[src/rtl/serial_pkg.sv]
// Shared definitions for the bit-serial datapath (feeder, inverter, deserialiser).
// Holds the default word width and the feeder FSM state encoding.
// No logic lives here.
package serial_pkg;

  // Default word width shared by every stage of the serial chain
  localparam int SER_WIDTH = 8;

  // Feeder frame states: waiting, one-cycle frame clear, bit shifting
  typedef enum logic [1:0] {
    IDLE  = 2'd0,
    CLR   = 2'd1,
    SHIFT = 2'd2
  } ser_state_e;

endpackage

[src/rtl/serial_word_feeder.sv]
// Serialises parallel words LSB-first, preceded by a one-cycle frame clear.
// Latency: transfer at edge k -> ser_clr in cycle k+1, bit 0 in k+2, MSB in k+WIDTH+1.
// Backpressure: in_ready only in IDLE or on the last SHIFT cycle; one word per WIDTH+1 cycles.
module serial_word_feeder
  import serial_pkg::*;
#(
  parameter int WIDTH = SER_WIDTH
) (
  input  logic             t_clk,
  input  logic             r_n,
  input  logic [WIDTH-1:0] in_data,
  input  logic             in_valid,
  output logic             in_ready,
  output logic             ser_bit,
  output logic             ser_clr,
  output logic             ser_valid,
  output logic             ser_last,
  output logic             busy
);

  localparam int CW = $clog2(WIDTH);
  localparam logic [CW-1:0] LAST_CNT = CW'(WIDTH - 1);

  ser_state_e       state_q, state_d;
  logic [WIDTH-1:0] shreg_q, shreg_d;
  logic [CW-1:0]    cnt_q, cnt_d;
  logic             last_bit;

  // The final SHIFT cycle is where a frame may hand over to the next word
  assign last_bit = (state_q == SHIFT) && (cnt_q == LAST_CNT);

  // State, shift register and bit counter; reset abandons any frame in flight
  always_ff @(posedge t_clk) begin
    if (!r_n) begin
      state_q <= IDLE;
      shreg_q <= '0;
      cnt_q   <= '0;
    end else begin
      state_q <= state_d;
      shreg_q <= shreg_d;
      cnt_q   <= cnt_d;
    end
  end

  // Next state: capture on transfer, clear for one cycle, then shift WIDTH bits
  always_comb begin
    state_d = state_q;
    shreg_d = shreg_q;
    cnt_d   = cnt_q;
    unique case (state_q)
      IDLE: begin
        if (in_valid) begin
          state_d = CLR;
          shreg_d = in_data;
        end
      end
      CLR: begin
        state_d = SHIFT;
        cnt_d   = '0;
      end
      SHIFT: begin
        shreg_d = {1'b0, shreg_q[WIDTH-1:1]};
        if (cnt_q == LAST_CNT) begin
          // Counter is reset on exit so it never wraps on its own
          cnt_d = '0;
          if (in_valid) begin
            state_d = CLR;
            shreg_d = in_data;
          end else begin
            state_d = IDLE;
          end
        end else begin
          cnt_d = cnt_q + CW'(1);
        end
      end
      default: begin
        state_d = IDLE;
      end
    endcase
  end

  // Output decode from registered state only; in_valid never reaches these
  always_comb begin
    in_ready  = (state_q == IDLE) || last_bit;
    ser_clr   = (state_q == CLR);
    ser_valid = (state_q == SHIFT);
    ser_bit   = (state_q == SHIFT) && shreg_q[0];
    ser_last  = last_bit;
    busy      = (state_q != IDLE);
  end

endmodule
[config.mk]
export PLATFORM = sky130hd
export DESIGN_NAME = serial_word_feeder
export DESIGN_NICKNAME = d
export VERILOG_FILES = /design/src/rtl/serial_pkg.sv /design/src/rtl/serial_word_feeder.sv
export SDC_FILE = /design/constraint.sdc
export NUM_CORES = 1
export LEC_CHECK = 0
export ABC_AREA = 1
export BUFFER_PORTS_ARGS = -buffer_cell sky130_fd_sc_hd__buf_2
export CORE_MARGIN = 5
export CORE_UTILIZATION = 55
export CTS_BUF_LIST = sky130_fd_sc_hd__clkbuf_16
export DETAILED_ROUTE_END_ITERATION = 6
export PLACE_DENSITY = 0.88
export SYNTH_ARGS = -nofsm -noshare
export SYNTH_HDL_FRONTEND = slang
export SYNTH_SLANG_ARGS = --single-unit
[constraint.sdc]
create_clock -name t_clk -period 2.1 [get_ports t_clk]
set_input_delay 0.21 -clock t_clk [delete_from_list [all_inputs] [get_ports t_clk]]
set_output_delay 0.21 -clock t_clk [all_outputs]
set_load 0.01 [all_outputs]
* Word level (Yosys, flattened, before mapping) *
Index checks and enable logic that the tools add are counted.
W data, S select, Z words.

cells by class
  multiplexer cells = 10
  reduce and logical (&&, ||, !) cells = 9
  add/sub/neg operators = 1
  eq/ne operators = 5

operators with widths
  kind                   number
  $mux W8                3
  $pmux W8 S2            1
  $pmux W2 S3            1
  $pmux W3 S2            1
  $reduce_bool A2 Y1     3
  $mux W2                2
  $reduce_and A2 Y1      2
  $add A3 B1 Y3 const B  1
  $eq A3 B3 Y1 const B   1
  $mux W3                1
  $eq A2 B1 Y1 const B   1
  $eq A2 B2 Y1 const B   1
  $logic_and A1 B1 Y1    2
  $logic_not A2 Y1       1
  $ne A2 B1 Y1 const B   1
  $ne A2 B2 Y1 const B   1
  $logic_or A1 B1 Y1     1
  $mux W1                1

word-level totals
  flip-flop bits (word level) = 13
  word-level logic and storage cells = 28

* Logic depth before layout (Yosys ltp) *
Gate-level depths: netlist of run 1.

  depth in word-level cells = 3
  depth in mapped cells = 9
  mapped depth without buffers = 9

* Least setup slack after synthesis of run 1 *
Ideal clock, no wire load.

  path type = register -> register
  start point = register state_q[0]
  end point = register shreg_q[1]
  cell stages (with the launch flop) = 8
  library setup time = 109 ps
  path buffers = 0
  arrival time = 1,187 ps
  setup slack = 805 ps
  path through = dfxtp_1 inv_1 ha_1 nand2_2 nand2_2 nand3_1 nand2_1 inv_1

on the way
  longest elaborated chain between the ends = 3

ends and longest elaborated chain
  what                                 RTL line                  text
  start, declared                      serial_word_feeder.sv:24  ser_state_e state_q, state_d;
  start signal, assigned               serial_word_feeder.sv:39  state_q <= state_d;
  $eq A2 B2 Y1 *                       n/a
  named net ser_valid                  serial_word_feeder.sv:16  output logic ser_valid,
  $reduce_bool A2 Y1 (no source line)  n/a
  $reduce_and A2 Y1 (no source line)   n/a
  end signal, assigned                 serial_word_feeder.sv:40  shreg_q <= shreg_d;
  end, declared                        serial_word_feeder.sv:25  logic [WIDTH-1:0] shreg_q, shreg_d;

The timed path passes the listed nets; every way through them passes the cells marked *.
A chain may end at the register's enable or synchronous reset.

* Final worst setup path of run 1 *
  start point = register state_q[0]
  end point = output port ser_bit

on the way
  longest elaborated chain between the ends = 2

ends and longest elaborated chain
  what                 RTL line                  text
  $eq A2 B2 Y1         serial_word_feeder.sv:87  ser_bit = (state_q == SHIFT) && shreg_q[0];
  $logic_and A1 B1 Y1  serial_word_feeder.sv:87
  end, declared        serial_word_feeder.sv:14  output logic ser_bit,

No other way between the ends.

==> results.toml, run 1 <==
[outcome]
status = "complete, no violations"

[clock_tree]
clock-sinks = 13
worst_skew_pair.late_latency_ns = 0.24
cts_buffers = 3
path_clk_slew_ns = 0.05
hold_buffers = 0
cts_resized = 0
root_buffer = "clkbuf_16"
cts_tree = "built"
htree_levels = 1
postCtsSetupBuffers = 0
clk_path_buf_depth = 2

[synth]
yosysWarnings = 0
ys_types = 12
synth.avg_cell_area_um2 = 6.40
synthesis.nets = 153
synth_top_cell_by_area = "dfxtp_1"
ys_seq_area_frac = 0.306
yosysTopAreaCellShare = 0.306
netlist_instances = 133
netlist_area_um2 = 851
synth_area_leaders = "dfxtp_1 (31%), nand2_1 (15%), nand3_1 (15%), inv_1 (15%), ha_1 (13%)"
synth_seq_cells = 13

[floorplan]
ios = 17
start_util = 0.571
dieHeight_um = 49.3
row_count = 14
fp.dieW_um = 49.3
fp.dieArea_mm2 = 0.00243
coreArea_mm2 = 0.00149

[place]
placed_cells = 163
place_hpwl_um = 1410
port_buffers = 16
gp_congestion = 0.862

[drt]
post_drt_wl_per_cell_um = 11.7
drc = 0
drt-total-wl_um = 1950
first_iter_violations = 22
route.antenna.remaining_nets = 0
vias = 844
drtPass1Iterations = 4
routed_via_density = 5.05

[worst_setup_path]
critPathKind = "flop to primary output"
critPathMaxFanout = 12
crit_chain = "inv_1 > ha_1 > nand2_1 > inv_1 > buf_2"
cp-start-kind = "flop"
required_ns = 1.89
cp-end-kind = "primary output"
cp_slowest_cell = "ha_1"
max_stage_delay_ns = 0.47
crit_top_cell = "inv_1"
arrival_ns = 1.46

[layout]
area_growth_pct = 19.6
drive_gt1_frac = 0.159
finish.utilization = 0.683
layout.nets = 172
diodes = 0
mostFrequentLayoutCells = "inv_1 (34), nand2_1 (34), nand3_1 (25)"
fin_cells = 167

[timing]
max_freq_mhz = 598
fin_skew_ns = 0.00320
relSlewSlack = 0.691
rsz0062_at_grt = "false"
hold_viol = 0
worst_pin_slew_ns = 0.464
fin_tns_setup_ns = 0
fin_crit_sh = 0.796
drv_slew = 0
setup_viol = 0
min_period_ns = 1.67

[power]
power.density_mw_per_mm2 = 1170
peakVddDrop_mv = 0.721
leakage_uw = 0.000635

[global_route]
grt_first_pass_wirelength_um = 3430
grt_max_degree = 13
grtUsageTotal = 0.182
antenna_found_initial = 0
grt-ovfl-total = 0
grt_pass1_vias = 817

[job]
drv_cap = 0

[min_path]
min_path_type = "input pin to flop"
[synthesized netlist by cell type, drive strengths merged]
library cell  number
a21oi              6
buf                2
dfxtp             13
ha                 9
inv               33
nand2             39
nand3             25
nand4              1
nor2               3
o21ai              2
[worst max-delay path, delay by kind of cell, from the launching register on]
kind	cells	cell delay, ns
and+or+nand+nor	1	0.10
DFF	1	0.33
buffers and inverters	3	0.33
adders and majority gates	1	0.47
[state kept, by name, summed over array words and instances, names as in the netlist]
signal   cells
cnt_q        3
shreg_q      8
state_q      2
[layer usage]
| metal | share of wire | GRT usage | vias to the layer above |
|---|---|---|---|
| met3 | 0.058 | 0.0673 | 4 |
| met1 | 0.44 | 0.206 | 375 |
| met5 | 0 | 0 | - |
| li1 | - | - | 441 |
| met2 | 0.49 | 0.290 | 24 |
| met4 | 0.018 | 0.0987 | 0 |
[cells by family (layout without fill, tap and decap cells)]
kind of cell / after synthesis / in the layout / synth area share
and+or+nand+nor: 68 / 68 / 0.354
buffers and inverters: 35 / 53 / 0.160
DFF: 13 / 13 / 0.306
adders and majority gates: 9 / 9 / 0.132
AOI/OAI and AO/OA: 8 / 8 / 0.0471
[area by class of cell]
type | instances | area, um2
Sequential cell | 13 | 260
Inverter | 33 | 124
Multi-Input combinational cell | 85 | 454
Timing Repair Buffer | 16 | 80.1
Fill cell | 127 | 472
Tap cell | 16 | 20.0
Clock buffer | 3 | 75.1
Clock inverter | 1 | 3.75
[path summary, 6_finish.rpt]
path / from / endpoint / slack [ns] / depth (start not counted)
worst max-delay path: state_q[0] / ser_bit / 0.43 / 5
worst min-delay path: in_data[5] / shreg_q[5] / 0.25 / 5
worst max register to register: state_q[0] / state_q[0] / 0.55 / 7
worst min register to register: cnt_q[1] / cnt_q[1] / 0.47 / 2
[metrics by stage]
stage                     worst slack (ns)  power (uW)  area, um2  hold WS [ns]
after floorplan                      0.805         714        851         0.370
after global placement               0.663         811        938         0.458
after detailed placement             0.609         830        938         0.465
after CTS                            0.436        1200       1020         0.251
after global routing                 0.313        1300       1020         0.262
final                                0.428        1190       1020         0.252
[power breakdown]
part / internal, uW / switching, uW
clock network: 251 / 104
registers: 316 / 48.9
logic: 175 / 294
No activity file was read; power rests on OpenSTA's default activity.
==> run 2, diff against run 1 <==
--- a/config.mk
+++ b/config.mk
@@ -8,10 +8,10 @@
 export ABC_AREA = 1
 export BUFFER_PORTS_ARGS = -buffer_cell sky130_fd_sc_hd__buf_2
 export CORE_MARGIN = 5
-export CORE_UTILIZATION = 55
+export CORE_UTILIZATION = 52
 export CTS_BUF_LIST = sky130_fd_sc_hd__clkbuf_16
 export DETAILED_ROUTE_END_ITERATION = 6
-export PLACE_DENSITY = 0.88
+export PLACE_DENSITY = 0.84
 export SYNTH_ARGS = -nofsm -noshare
 export SYNTH_HDL_FRONTEND = slang
 export SYNTH_SLANG_ARGS = --single-unit
==> constraint.sdc (replaced) <==
create_clock -name t_clk -period 1.6 [get_ports t_clk]
set_input_delay 0.16 -clock t_clk [delete_from_list [all_inputs] [get_ports t_clk]]
set_output_delay 0.16 -clock t_clk [all_outputs]
set_load 0.01 [all_outputs]
==> run 2 against run 1 <==
Against the previous run: clock power grew 31%; setup slack got worse by 0.29 ns; critical path depth increased by 3; final area is 0.98% higher; die area is 4.6% higher; sequential power is 30% higher; flip-flop and latch count unchanged; critical path type is now flop to flop; highest routed layer unchanged.
==> results.toml, run 2 (synthesis results as in run 1) <==
[global_route]
grt_first_pass_wirelength_um = 3110
grt_max_degree = 13
grtUsageTotal = 0.160
grt-ovfl-total = 0
antenna_found_initial = 0
grt_pass1_vias = 752

[place]
gp_congestion = 0.779
post_dp_cell_area_um2 = 946
port_buffers = 16
place_hpwl_um = 1350

[drt]
first_iter_violations = 22
drt-total-wl_um = 1790
drc = 0
drtPass1Iterations = 4
routed_via_density = 4.97
route.antenna.remaining_nets = 0
post_drt_wl_per_cell_um = 10.6
vias = 835

[outcome]
status = "complete, no violations"

[power]
clockPowerShare = 0.297
swShare = 0.372
p_seq_frac = 0.303
p_switching_uw = 582
peakVddDrop_mv = 0.816
combPwrFrac = 0.399
power.density_mw_per_mm2 = 1520
p_int_uw = 983
leakage_uw = 0.000638

[floorplan]
fp.dieW_um = 50.5
dieHeight_um = 50.5
ios = 17
start_util = 0.558
fp.dieArea_mm2 = 0.00255
row_count = 14
coreArea_mm2 = 0.00152

[layout]
finish.utilization = 0.674
largest_reg_flops = 8
layout.nets = 173
mostFrequentLayoutCells = "inv_1 (34), nand2_1 (34), nand3_1 (25)"
multi_input_area_um2 = 457
ff_latch_area_um2 = 260
diodes = 0
reg_top3 = "shreg_q x8, cnt_q x3, state_q x2"
nFillCells = 147
design_area_mm2 = 0.00103
area_growth_pct = 20.7
regMostFlops = "shreg_q"
drive_gt1_frac = 0.171

[timing]
fin_tns_setup_ns = 0
drv_slew = 0
hold_viol = 0
setup_viol = 0
fin_crit_sh = 0.913
min_period_ns = 1.46
rsz0062_at_grt = "false"
relSlewSlack = 0.864
max_freq_mhz = 684
worst_pin_slew_ns = 0.204
fin_skew_ns = 0.00297

[job]
drv_cap = 0

[worst_setup_path]
required_ns = 1.74
cp-end-kind = "flop"
critPathMaxFanout = 9
rr_worst_depth = 8
cp-start-kind = "flop"
arrival_ns = 1.60
critPathKind = "flop to flop"

[clock_tree]
cts_tree = "built"
root_buffer = "clkbuf_16"
path_clk_slew_ns = 0.04
htree_levels = 1
clock-sinks = 13
cts_buffers = 3
worst_skew_pair.late_latency_ns = 0.24
clk_path_buf_depth = 2

[min_path]
min_path_type = "input pin to flop"
hold_depth = 3
run 2: critical path, stage by stage, from the launching register on:
cell,delay [ns]
dfxtp_1,0.40
inv_1,0.11
ha_1,0.24
inv_1,0.09
nand2_2,0.12
nand2_2,0.18
nand3_1,0.11
nand2_1,0.08
inv_1,0.04
run 2: final timing paths:
path,startpoint,to,slack (ns)
min,in_data[7],shreg_q[7],0.20
max,state_q[1],shreg_q[5],0.14
max reg2reg,state_q[1],shreg_q[5],0.14
min reg2reg,cnt_q[0],cnt_q[0],0.47
run 2: final cells by class:
cell class                      instances  area share
Inverter                               33       0.121
Sequential cell                        13       0.253
Multi-Input combinational cell         85       0.445
Timing Repair Buffer                   17      0.0853
Clock buffer                            3      0.0731
Clock inverter                          1     0.00365
Tap cell                               16      0.0195
run 2: power groups by stage:
| stage | Combinational, uW | Clock, uW | Sequential, uW |
|---|---|---|---|
| after floorplan | 475 | 0 | 463 |
| after global placement | 603 | 0 | 478 |
| after detailed placement | 615 | 0 | 481 |
| after CTS | 623 | 482 | 476 |
| after global routing | 714 | 503 | 484 |
| final | 624 | 465 | 475 |
run 2: routing by layer:
layer / vias to the layer above / part of all wire / GRT usage
li1: 441 / - / -
met2: 27 / 0.45 / 0.240
met1: 362 / 0.44 / 0.189
met4: 0 / 0.027 / 0.102
met3: 5 / 0.082 / 0.0621
met5: - / 0 / 0
run 2: metrics by stage:
step / hold WS [ns] / cells / total power, uW / setup slack, ns
after floorplan: 0.320 / 133 / 937 / 0.305
after global placement: 0.446 / 164 / 1080 / 0.230
after detailed placement: 0.447 / 164 / 1100 / 0.170
after CTS: 0.190 / 168 / 1580 / 0.0746
after global routing: 0.197 / 168 / 1700 / 0.0149
final: 0.197 / 168 / 1560 / 0.139
run 2: timing repair:
action / CTS / global route
setup buffers: 0 / 0
endpoints found under the setup margin: 0 / 1
hold buffers: 0 / 0
endpoints found under the hold margin: 0 / 0
gates resized for setup: 0 / 1
==> run 3, diff against run 2 <==
--- a/config.mk
+++ b/config.mk
@@ -9,7 +9,6 @@
 export BUFFER_PORTS_ARGS = -buffer_cell sky130_fd_sc_hd__buf_2
 export CORE_MARGIN = 5
 export CORE_UTILIZATION = 52
-export CTS_BUF_LIST = sky130_fd_sc_hd__clkbuf_16
 export DETAILED_ROUTE_END_ITERATION = 6
 export PLACE_DENSITY = 0.84
 export SYNTH_ARGS = -nofsm -noshare
==> run 3 against run 2 <==
Against the previous run: cell count did not move; sequential share of layout area increased by 1.3 points; register-to-register slack barely moved; critical path depth is the same; maximum frequency decreased by 0.62%; routed wire length shrank 3.7%; non-clock buffer count is the same; global-route usage fell by 1.1 points; via count fell by 2.3%; largest power group unchanged.
==> results.toml, run 3 (synthesis results as in run 1) <==
[outcome]
status = "complete, no violations"

[min_path]
min_path_type = "input pin to flop"

[global_route]
grt_pass1_vias = 749
grtUsageTotal = 0.149
antenna_found_initial = 0
grt_max_degree = 13
grt-ovfl-total = 0
grt_first_pass_wirelength_um = 3040

[timing]
worst_pin_slew_ns = 0.211
fin_crit_sh = 0.919
drv_slew = 0
max_freq_mhz = 680
relSlewSlack = 0.859
fin_skew_ns = 0.00472
rsz0062_at_grt = "false"
hold_viol = 0
min_period_ns = 1.47
fin_tns_setup_ns = 0
setup_viol = 0
holdWs_ns = 0.163

[power]
peakVddDrop_mv = 0.908
swShare = 0.424
p_seq_frac = 0.364
clockPowerShare = 0.156
power.density_mw_per_mm2 = 1330
p_int_uw = 750
p_switching_uw = 552
leakage_uw = 0.000609
combPwrFrac = 0.481

[drt]
drc = 0
first_iter_violations = 6
drtPass1Iterations = 4
routed_via_density = 4.86
route.antenna.remaining_nets = 0
vias = 816
drt-total-wl_um = 1720
post_drt_wl_per_cell_um = 10.3

[floorplan]
dieHeight_um = 50.5
fp.dieArea_mm2 = 0.00255
coreArea_mm2 = 0.00152
fp.dieW_um = 50.5
row_count = 14
ios = 17
start_util = 0.558

[clock_tree]
postCtsSetupBuffers = 0
htree_levels = 1
hold_buffers = 0
clock-sinks = 13
worst_skew_pair.late_latency_ns = 0.27
root_buffer = "clkbuf_4"
cts_tree = "built"
clk_path_buf_depth = 2
cts_buffers = 3
path_clk_slew_ns = 0.08

[layout]
mostFrequentLayoutCells = "nand2_1 (34), inv_1 (33), nand3_1 (25)"
multi_input_area_um2 = 459
fin_cells = 168
final_common_cell = "nand2_1"
layout.nets = 173
nFillCells = 157
drive_gt1_frac = 0.178
diodes = 0
area_growth_pct = 14.9
largest_reg_flops = 8
ff_latch_area_um2 = 260
reg_top3 = "shreg_q x8, cnt_q x3, state_q x2"
regMostFlops = "shreg_q"

[worst_setup_path]
critPathMaxFanout = 9
required_ns = 1.77
critPathKind = "flop to flop"
cp-end-kind = "flop"
arrival_ns = 1.64
cp-start-kind = "flop"

[place]
port_buffers = 16
placed_cells = 164
place_hpwl_um = 1350
gp_congestion = 0.779

[job]
drv_cap = 0
[run 3: cell types whose count changed in the layout (fill, tap and decap cells not counted), sizes merged]
cell / before / now
clkbuf: 3 / 4
inv: 34 / 33
[run 3: repair_timing]
action                                  CTS  global route
endpoints found under the setup margin    0             3
resized for setup                         0             2
hold endpoints to repair                  0             0
[run 3: final cells by class]
| class | count | share of cell area |
|---|---|---|
| multi-input cells | 85 | 0.470 |
| clock buffers | 4 | 0.0269 |
| inverters | 33 | 0.127 |
| well taps | 16 | 0.0205 |
| repair buffers | 17 | 0.0896 |
| flip-flops and latches | 13 | 0.266 |
[run 3: final timing paths]
check / from / end / slack (ns) / cells after the start
worst max-delay path: state_q[1] / shreg_q[5] / 0.13 / 8
worst min-delay path: in_data[7] / shreg_q[7] / 0.16 / 3
worst max register to register: state_q[1] / shreg_q[5] / 0.13 / 8
worst min register to register: cnt_q[0] / cnt_q[0] / 0.48 / 2
[run 3: stage by stage]
| stage | area (um2) | setup WS [ns] | total power [uW] | utilization |
|---|---|---|---|---|
| after global routing | 977 | 0.00473 | 1430 | 0.641 |
| after CTS | 972 | 0.0339 | 1310 | 0.638 |
| after detailed placement | 946 | 0.170 | 1100 | 0.621 |
| final | 977 | 0.130 | 1300 | 0.641 |
| after floorplan | 851 | 0.305 | 937 | - |
| after global placement | 946 | 0.230 | 1080 | 0.621 |
[run 3: per-layer routing]
layer  GRT usage  routed length, um  up-vias
met5           0                  0        -
met4      0.0638                 23        0
li1            -                  -      443
met1       0.185                828      356
met2       0.238                774       13
met3      0.0444                 96        4
[run 3: critical path, stage by stage (launching register included)]
cell and delay (ns):
dfxtp_1 0.42, inv_1 0.11, ha_1 0.24, inv_1 0.09, nand2_2 0.12, nand2_2 0.18
nand3_1 0.11, nand2_1 0.08, inv_1 0.04
[run 3: power by group through the flow]
stage	Clock [uW]	Sequential [uW]	Combinational [uW]
2_1_floorplan	0	463	475
3_3_place_gp	0	478	603
3_5_place_dp	0	481	615
4_1_cts	211	474	622
5_1_grt	231	483	715
6_report	203	473	626
